[src/rtl/servo_pulse_decoder.sv]
// Servo pulse decoder: measures high time and period of an asynchronous pulse train
// and scales the high time into an R-bit position code with a serial restoring divider.
module servo_pulse_decoder #(
    parameter int CNT_W     = 24,
    parameter int R         = 8,
    parameter int MIN_PULSE = 50_000,
    parameter int MAX_PULSE = 250_000,
    parameter int TIMEOUT   = 4_000_000
) (
    input  logic             clk,
    input  logic             reset,
    input  logic             pwm_in,
    output logic [CNT_W-1:0] high_cnt,
    output logic [CNT_W-1:0] period_cnt,
    output logic [R-1:0]     position,
    output logic             valid,
    output logic             err_range,
    output logic             timeout
);
    localparam logic [CNT_W-1:0] LP_MIN = CNT_W'(MIN_PULSE);
    localparam logic [CNT_W-1:0] LP_MAX = CNT_W'(MAX_PULSE);
    localparam logic [CNT_W-1:0] LP_D   = CNT_W'(MAX_PULSE - MIN_PULSE);
    localparam logic [CNT_W:0]   LP_DX  = {1'b0, LP_D};
    localparam logic [CNT_W-1:0] LP_TMO = CNT_W'(TIMEOUT);
    localparam int               DC_W   = $clog2(R + 1);
    localparam logic [DC_W-1:0]  LP_R   = DC_W'(R);

    localparam logic [1:0] ST_IDLE = 2'd0;
    localparam logic [1:0] ST_HIGH = 2'd1;
    localparam logic [1:0] ST_LOW  = 2'd2;

    function automatic logic [CNT_W-1:0] sat_inc(input logic [CNT_W-1:0] v);
        return (&v) ? v : v + 1'b1;
    endfunction

    function automatic logic [CNT_W-1:0] clamp_offset(input logic [CNT_W-1:0] h);
        if (h < LP_MIN)      return '0;
        else if (h > LP_MAX) return LP_D;
        else                 return h - LP_MIN;
    endfunction

    // Input synchronizer; all flops preset high so a line high at reset gives no rise
    logic r_s1, r_s2, r_prev;
    logic w_rise, w_fall;

    always_ff @(posedge clk or posedge reset) begin
        if (reset) begin
            r_s1   <= 1'b1;
            r_s2   <= 1'b1;
            r_prev <= 1'b1;
        end else begin
            r_s1   <= pwm_in;
            r_s2   <= r_s1;
            r_prev <= r_s2;
        end
    end

    assign w_rise = r_s2 & ~r_prev;
    assign w_fall = ~r_s2 & r_prev;

    // Signal-loss counter: holds cycles elapsed since the last rise cycle
    logic [CNT_W-1:0] r_tcnt, w_tnext;
    logic             w_tmo_hit;

    assign w_tnext   = w_rise ? CNT_W'(1) : sat_inc(r_tcnt);
    assign w_tmo_hit = ~w_rise & (w_tnext == LP_TMO);

    always_ff @(posedge clk or posedge reset) begin
        if (reset) r_tcnt <= '0;
        else       r_tcnt <= w_tnext;
    end

    // Measurement FSM
    logic [1:0]       r_state;
    logic [CNT_W-1:0] r_hcnt, r_pcnt, r_hlat;
    logic             w_publish;

    assign w_publish = (r_state == ST_LOW) & w_rise;

    always_ff @(posedge clk or posedge reset) begin
        if (reset) begin
            r_state <= ST_IDLE;
            r_hcnt  <= '0;
            r_pcnt  <= '0;
            r_hlat  <= '0;
        end else if (w_tmo_hit) begin
            r_state <= ST_IDLE;
        end else begin
            case (r_state)
                ST_IDLE: if (w_rise) begin
                    r_state <= ST_HIGH;
                    r_hcnt  <= CNT_W'(1);
                    r_pcnt  <= CNT_W'(1);
                end
                ST_HIGH: begin
                    r_hcnt <= sat_inc(r_hcnt);
                    r_pcnt <= sat_inc(r_pcnt);
                    if (w_fall) begin
                        r_hlat  <= r_hcnt;
                        r_state <= ST_LOW;
                    end
                end
                ST_LOW: begin
                    if (w_rise) begin
                        r_state <= ST_HIGH;
                        r_hcnt  <= CNT_W'(1);
                        r_pcnt  <= CNT_W'(1);
                    end else begin
                        r_pcnt <= sat_inc(r_pcnt);
                    end
                end
                default: r_state <= ST_IDLE;
            endcase
        end
    end

    // Serial divider: one quotient bit per cycle, MSB first
    logic             r_busy;
    logic [DC_W-1:0]  r_dcnt;
    logic [CNT_W:0]   r_rem, w_rem2;
    logic [R-1:0]     r_quo, w_quo_next;
    logic [CNT_W-1:0] r_ph, r_pp;
    logic             r_perr, w_qbit, w_last;

    assign w_rem2     = r_rem << 1;
    assign w_qbit     = (w_rem2 >= LP_DX);
    assign w_quo_next = (r_quo << 1) | {{(R-1){1'b0}}, w_qbit};
    assign w_last     = r_busy & (r_dcnt == DC_W'(1));

    always_ff @(posedge clk or posedge reset) begin
        if (reset) begin
            r_busy <= 1'b0;
            r_dcnt <= '0;
            r_rem  <= '0;
            r_quo  <= '0;
            r_ph   <= '0;
            r_pp   <= '0;
            r_perr <= 1'b0;
        end else if (w_publish && !r_busy) begin
            r_busy <= 1'b1;
            r_dcnt <= LP_R;
            r_rem  <= {1'b0, clamp_offset(r_hlat)};
            r_quo  <= '0;
            r_ph   <= r_hlat;
            r_pp   <= r_pcnt;
            r_perr <= (r_hlat < LP_MIN) | (r_hlat > LP_MAX);
        end else if (r_busy) begin
            r_rem  <= w_qbit ? (w_rem2 - LP_DX) : w_rem2;
            r_quo  <= w_quo_next;
            r_dcnt <= r_dcnt - 1'b1;
            if (w_last) r_busy <= 1'b0;
        end
    end

    // Output registers: update together with the valid strobe
    always_ff @(posedge clk or posedge reset) begin
        if (reset) begin
            high_cnt   <= '0;
            period_cnt <= '0;
            position   <= '0;
            valid      <= 1'b0;
            err_range  <= 1'b0;
            timeout    <= 1'b0;
        end else begin
            valid <= 1'b0;
            if (w_tmo_hit) timeout <= 1'b1;
            if (w_last) begin
                valid      <= 1'b1;
                high_cnt   <= r_ph;
                period_cnt <= r_pp;
                position   <= w_quo_next;
                err_range  <= r_perr;
                timeout    <= 1'b0;
            end
        end
    end

endmodule

[config.mk]
export PLATFORM = sky130hd
export DESIGN_NAME = servo_pulse_decoder
export DESIGN_NICKNAME = d
export VERILOG_FILES = /design/src/rtl/servo_pulse_decoder.sv
export SDC_FILE = /design/constraint.sdc
export NUM_CORES = 1
export LEC_CHECK = 0
export CAP_MARGIN = 20
export CORE_ASPECT_RATIO = 1.2
export CORE_MARGIN = 2
export CORE_UTILIZATION = 60
export CTS_BUF_LIST = sky130_fd_sc_hd__clkbuf_2
export DETAILED_ROUTE_END_ITERATION = 8
export DONT_BUFFER_PORTS = 1
export PLACE_DENSITY = 0.76
export REMOVE_ABC_BUFFERS = 1
export SLEW_MARGIN = 30
export SYNTH_ARGS = -nofsm -noshare
export SYNTH_HDL_FRONTEND = slang
export SYNTH_SLANG_ARGS = --single-unit
export TNS_END_PERCENT = 10
[constraint.sdc]
create_clock -name clk -period 10.6 [get_ports clk]
set_input_delay 3.18 -clock clk [delete_from_list [all_inputs] [get_ports clk]]
set_output_delay 3.18 -clock clk [all_outputs]
set_load 0.005 [all_outputs]
[Word level (Yosys, flattened, before mapping)]
Index checks and enable logic that the tools add are counted.
Cells by class
  add/sub/neg operators: 6
  $mul: 0
  div/mod/pow operators: 0
  $lt $le $gt $ge: 3
  equal/unequal tests: 9
  shift operators: 0
  mux-type cells: 27
  bitwise logic cells: 11
  reductions and logical operators: 15
Operators by type and width (count)
  two-way mux 24 bit: 11
  adder 24 x 1 -> 24 bit (second input constant): 3
  case mux 24 bit (3 select lines): 1
  AND reduction 24 bit: 3
  case mux 24 bit (2 select lines): 1
  greater-or-equal comparator 25 x 18 -> 1 bit (second input constant): 1
  equality test 24 x 22 -> 1 bit (second input constant): 1
  > comparator 24 x 18 -> 1 bit (second input constant): 1
  < comparator 24 x 16 -> 1 bit (second input constant): 1
  subtractor 24 x 16 -> 24 bit (second input constant): 1
  subtractor 24 x 18 -> 24 bit (second input constant): 1
  two-way mux 7 bit: 2
  two-way mux 4 bit: 2
  bitwise OR 8 x 1 -> 8 bit: 1
  two-way mux 1 bit: 6
  two-way mux 2 bit: 3
  AND reduction 3 bit: 2
  nonzero test 2 bit: 3
  bitwise AND 1 bit: 5
  equality test 4 x 1 -> 1 bit (second input constant): 1
  != test 2 bit (second input constant): 2
  inverter 1 bit: 4
  case mux 2 bit (2 select lines): 1
  AND reduction 4 bit: 1
  13 further kinds: 13
Word-level totals
  register bits: 245
  latch bits: 0
  memory bits (writable): 0
  memory bits (read-only): 0
  output and inout port bits: 59
  word-level logic and storage cells: 92
  memories: 0

[Depth between registers and ports, before layout]
  depth in word-level cells: 7
  mapped depth: 12
  mapped depth without buffers: 10

[Worst setup path before layout]
No wires, ideal clock.
  kind: register -> output
  start point: register position[0]
  end point: output port position[0]
  data arrival time: 0.362 ns
  required time: 7.420 ns
  path slack: 7.058 ns
  stages on the path, launching flop included: 1
  buffers on the path: 0
  cell sequence: dfrtp_1
RTL lines
  start, declared: RTL line 15  | output logic [R-1:0] position,
  start signal, assigned: RTL line 171  | position <= w_quo_next;
No word-level cell between the ends.

[Worst setup path after layout]
  start point: register high_cnt[11]
  end point: output port high_cnt[11]
RTL lines
  start, declared: RTL line 13  | output logic [CNT_W-1:0] high_cnt,
  start signal, assigned: RTL line 169  | high_cnt <= r_ph;
No word-level cell between the ends.

==> results by group <==
Status
  – Outcome: completed

Drt
  – Via count: 9207
  – WL per Instance: 16.7 um
  – Vias per cell: 5.98
  – Final wirelength: between 20000 and 30000 um
  – Residual DRC: 0
  – DR iter-0 viols: 778
  – Post-DRT Antenna Nets: 0
  – Drt pass-1 iters: 6

Min path
  – Hold path start: r_s1
  – WHS Path Cells: 0
  – Min-Delay Endpoint: r_s2
  – Hold Path Class: flop to flop

Die
  – Initial Util: 0.613
  – Die Footprint: approximately 21000 um^2
  – Core area: around 20000 um^2
  – Rows: 56
  – Die X: 133 um
  – Die Y: 159 um
  – I/O pins: 62

Finish
  – Most frequent cells in the layout: nand2_1 (244), dfrtp_1 (242), nor2_1 (92)
  – Fillcell total: approximately 1500
  – Share of cells above drive strength 1: 0.148
  – Sequential cell area: just over 6000 um^2
  – Layout area overhead: 5.45%
  – Footprint of the multi-input gates: about 5500 um^2
  – NumNets Final: around 1300
  – Final core utilization: 0.647
  – Most common cell after layout, fill and taps aside: nand2_1

Critical path
  – Worst R2R End: r_hlat[9]
  – Worst r2r path cells: 9
  – Worst Path Required: 7420 ps
  – Critical path class: flop to primary output
  – Startpoint Class: flop
  – Worst R2R Start: r_tcnt[0]
  – Critical path endpoint category: primary output
  – Critical path peak fanout: 2
  – Worst EP arrival: ~1300 ps
  – R2R setup slack: 6540 ps

STA
  – Final Skew: 67.0 ps
  – Final Critical Period: around 4400 ps
  – Final slew viol count: 0
  – Final setup viols: 0
  – Setup TNS: 0 ps
  – RSZ-0062 raised after global routing: no
  – Max Freq: 225 MHz
  – Final Cycle Share: 0.420
  – Relative slew slack: 0.425
  – Final hold vios: 0
  – Worst-Margin Slew: 860 ps

Yosys
  – Synthesized area: 12000 um^2
  – Unique cell type count in the Yosys netlist: 76
  – Synth top area cells: dfrtp_1 (51%), nand2_1 (7.6%), mux2_2 (5.6%), o21ai_0 (2.9%), nor2_1 (2.9%)
  – Sequential share of the synthesized area: 0.512
  – Register bit total from synthesis: 245
  – Number of flops mapped to enable cells by yosys: 0
  – Main flop type after synthesis: dfrtp_1
  – Dominant cell type by area after synthesis: dfrtp_1
  – Cells after synthesis: 1230
  – Synth top area share: 0.505
  – Syn_area_per_cell: 9.75 um^2
  – Async SR Flop Fraction: 1.00
  – Syn. warnings: 0

CTS
  – Cts hold-fix bufs: 0
  – Clock Tree Buf Depth: 3
  – CTS resizes: 0
  – Clock Pin Slew Worst Setup and Hold Paths: around 120 ps
  – Cts bufs inserted: 58
  – Worst-Skew Late Latency: 840 ps
  – Root buffer cell: clkbuf_2
  – H-tree levels: 2
  – Sink Count: roughly 250
  – Setup bufs post-CTS: 0
  – CTS tree: built

GRT
  – First-pass GRT wire length: 43300 um
  – GRT busiest layer: met2
  – Met3 usage: 0.0444
  – Vias in the first global route: ~8800
  – Met2 Usage GRT: 0.409
  – Initial antenna violation count: 1
  – Largest net degree at the start of global routing: around 130
  – Global Route met1 Usage: 0.332
  – GRT Util Overall: 0.246
  – Total congestion overflow: 0

Placement
  – Hpwl dp: 16800 um
  – Gpl congestion: between 0.9 and 1
  – Port Buffers: 0

Run
  – Max cap viols: 0

Pwr
  – Max VDD drop: ~0.096 mV
  – Power Density: 192 nW/um^2
  – Leakage: 5.98 nW
final cells by class:
cell class / count / area share
clock buffers: 80 / 0.0317
diodes: 1 / 0.000198
multi-input cells: 893 / 0.434
clock inverters: 21 / 0.00693
well taps: 261 / 0.0258
flip-flops and latches: 245 / 0.485
inverters: 28 / 0.00931
repair buffers: 11 / 0.00653
layer usage:
layer  up-vias  share of wire  wire (um)
li1       4401              -          -
met1      4506           0.44      11300
met2       248           0.49      12600
met3        52          0.051       1320
met4         0          0.020        515
met5         -              0          0
cell usage after synthesis, types with 5 or more instances:
cell type and count:
nand2_1 244, dfrtp_1 242, nor2_1 93, o21ai_0 70
mux2_2 60, clkbuf_1 49, nand3_1 46, a21oi_1 29
inv_1 28, nor3_1 25, xor2_1 22, a31oi_1 21
o31ai_1 19, or3_1 19, nand4_1 16, nor4_1 15
xnor2_1 15, and3_1 14, o211ai_1 14, a22o_1 13
ha_1 13, nand2b_1 11, mux2_1 10, mux2_4 10
mux2i_1 9, a221o_1 8, or2_2 8, and4_1 6
nand3b_1 6, o41ai_1 6, a211oi_1 5, and2_1 5
buf_2 5, o21a_1 5
flip-flops by register name, summed over array words and instances (netlist names), 2 cells and up:
name and flops:
high_cnt 24, period_cnt 24, position 8, r_dcnt 4, r_hcnt 24, r_hlat 24
r_pcnt 24, r_ph 24, r_pp 24, r_quo 7, r_rem 24, r_state 2
r_tcnt 24
worst max path at each step:
stage                      start             end  slack [ps]  cells past startpoint
floorplan                  reset       err_range         700                      1
global placement           reset  period_cnt[18]        6010                      2
detailed placement         reset  period_cnt[18]        5960                      2
CTS                 high_cnt[22]    high_cnt[22]        6090                      0
global route        high_cnt[19]    high_cnt[19]        6070                      0
finish              high_cnt[11]    high_cnt[11]        6150                      0
logic make-up (layout without fill, tap and decap cells):
family | count (synthesis) | in the layout | share of synthesized area
AOI/OAI and AO/OA | 227 | 227 | 0.126
xor gates and xnor gates | 37 | 37 | 0.0270
adders and majority gates | 13 | 13 | 0.0136
buffers and inverters | 92 | 140 | 0.0323
DFF | 245 | 245 | 0.512
muxes | 89 | 89 | 0.0858
other | 0 | 1 | 0
and+or+nand+nor | 527 | 527 | 0.203
through the flow:
| stage | hold WS [ps] | cell area [um^2] | setup slack (ps) | power [W] | std cells |
|---|---|---|---|---|---|
| final | 360 | 12600 | 6150 | 0.00243 | 1540 |
| after global placement | 346 | 12100 | 6010 | 0.00185 | 1438 |
| after detailed placement | 347 | 12100 | 5960 | 0.00188 | 1438 |
| after CTS | 362 | 12600 | 6090 | 0.00245 | 1539 |
| after global routing | 366 | 12600 | 6070 | 0.00260 | 1540 |
| after floorplan | 345 | 11700 | 695 | 0.00169 | 1166 |
report_power, final:
part	internal [W]	total (W)	switching, W
registers	0.00106	0.00119	0.000127
logic	0.000264	0.000668	0.000403
clock network	0.000205	0.000569	0.000364
total	0.00153	0.00243	0.000894
No activity file was read; power rests on OpenSTA's default activity.
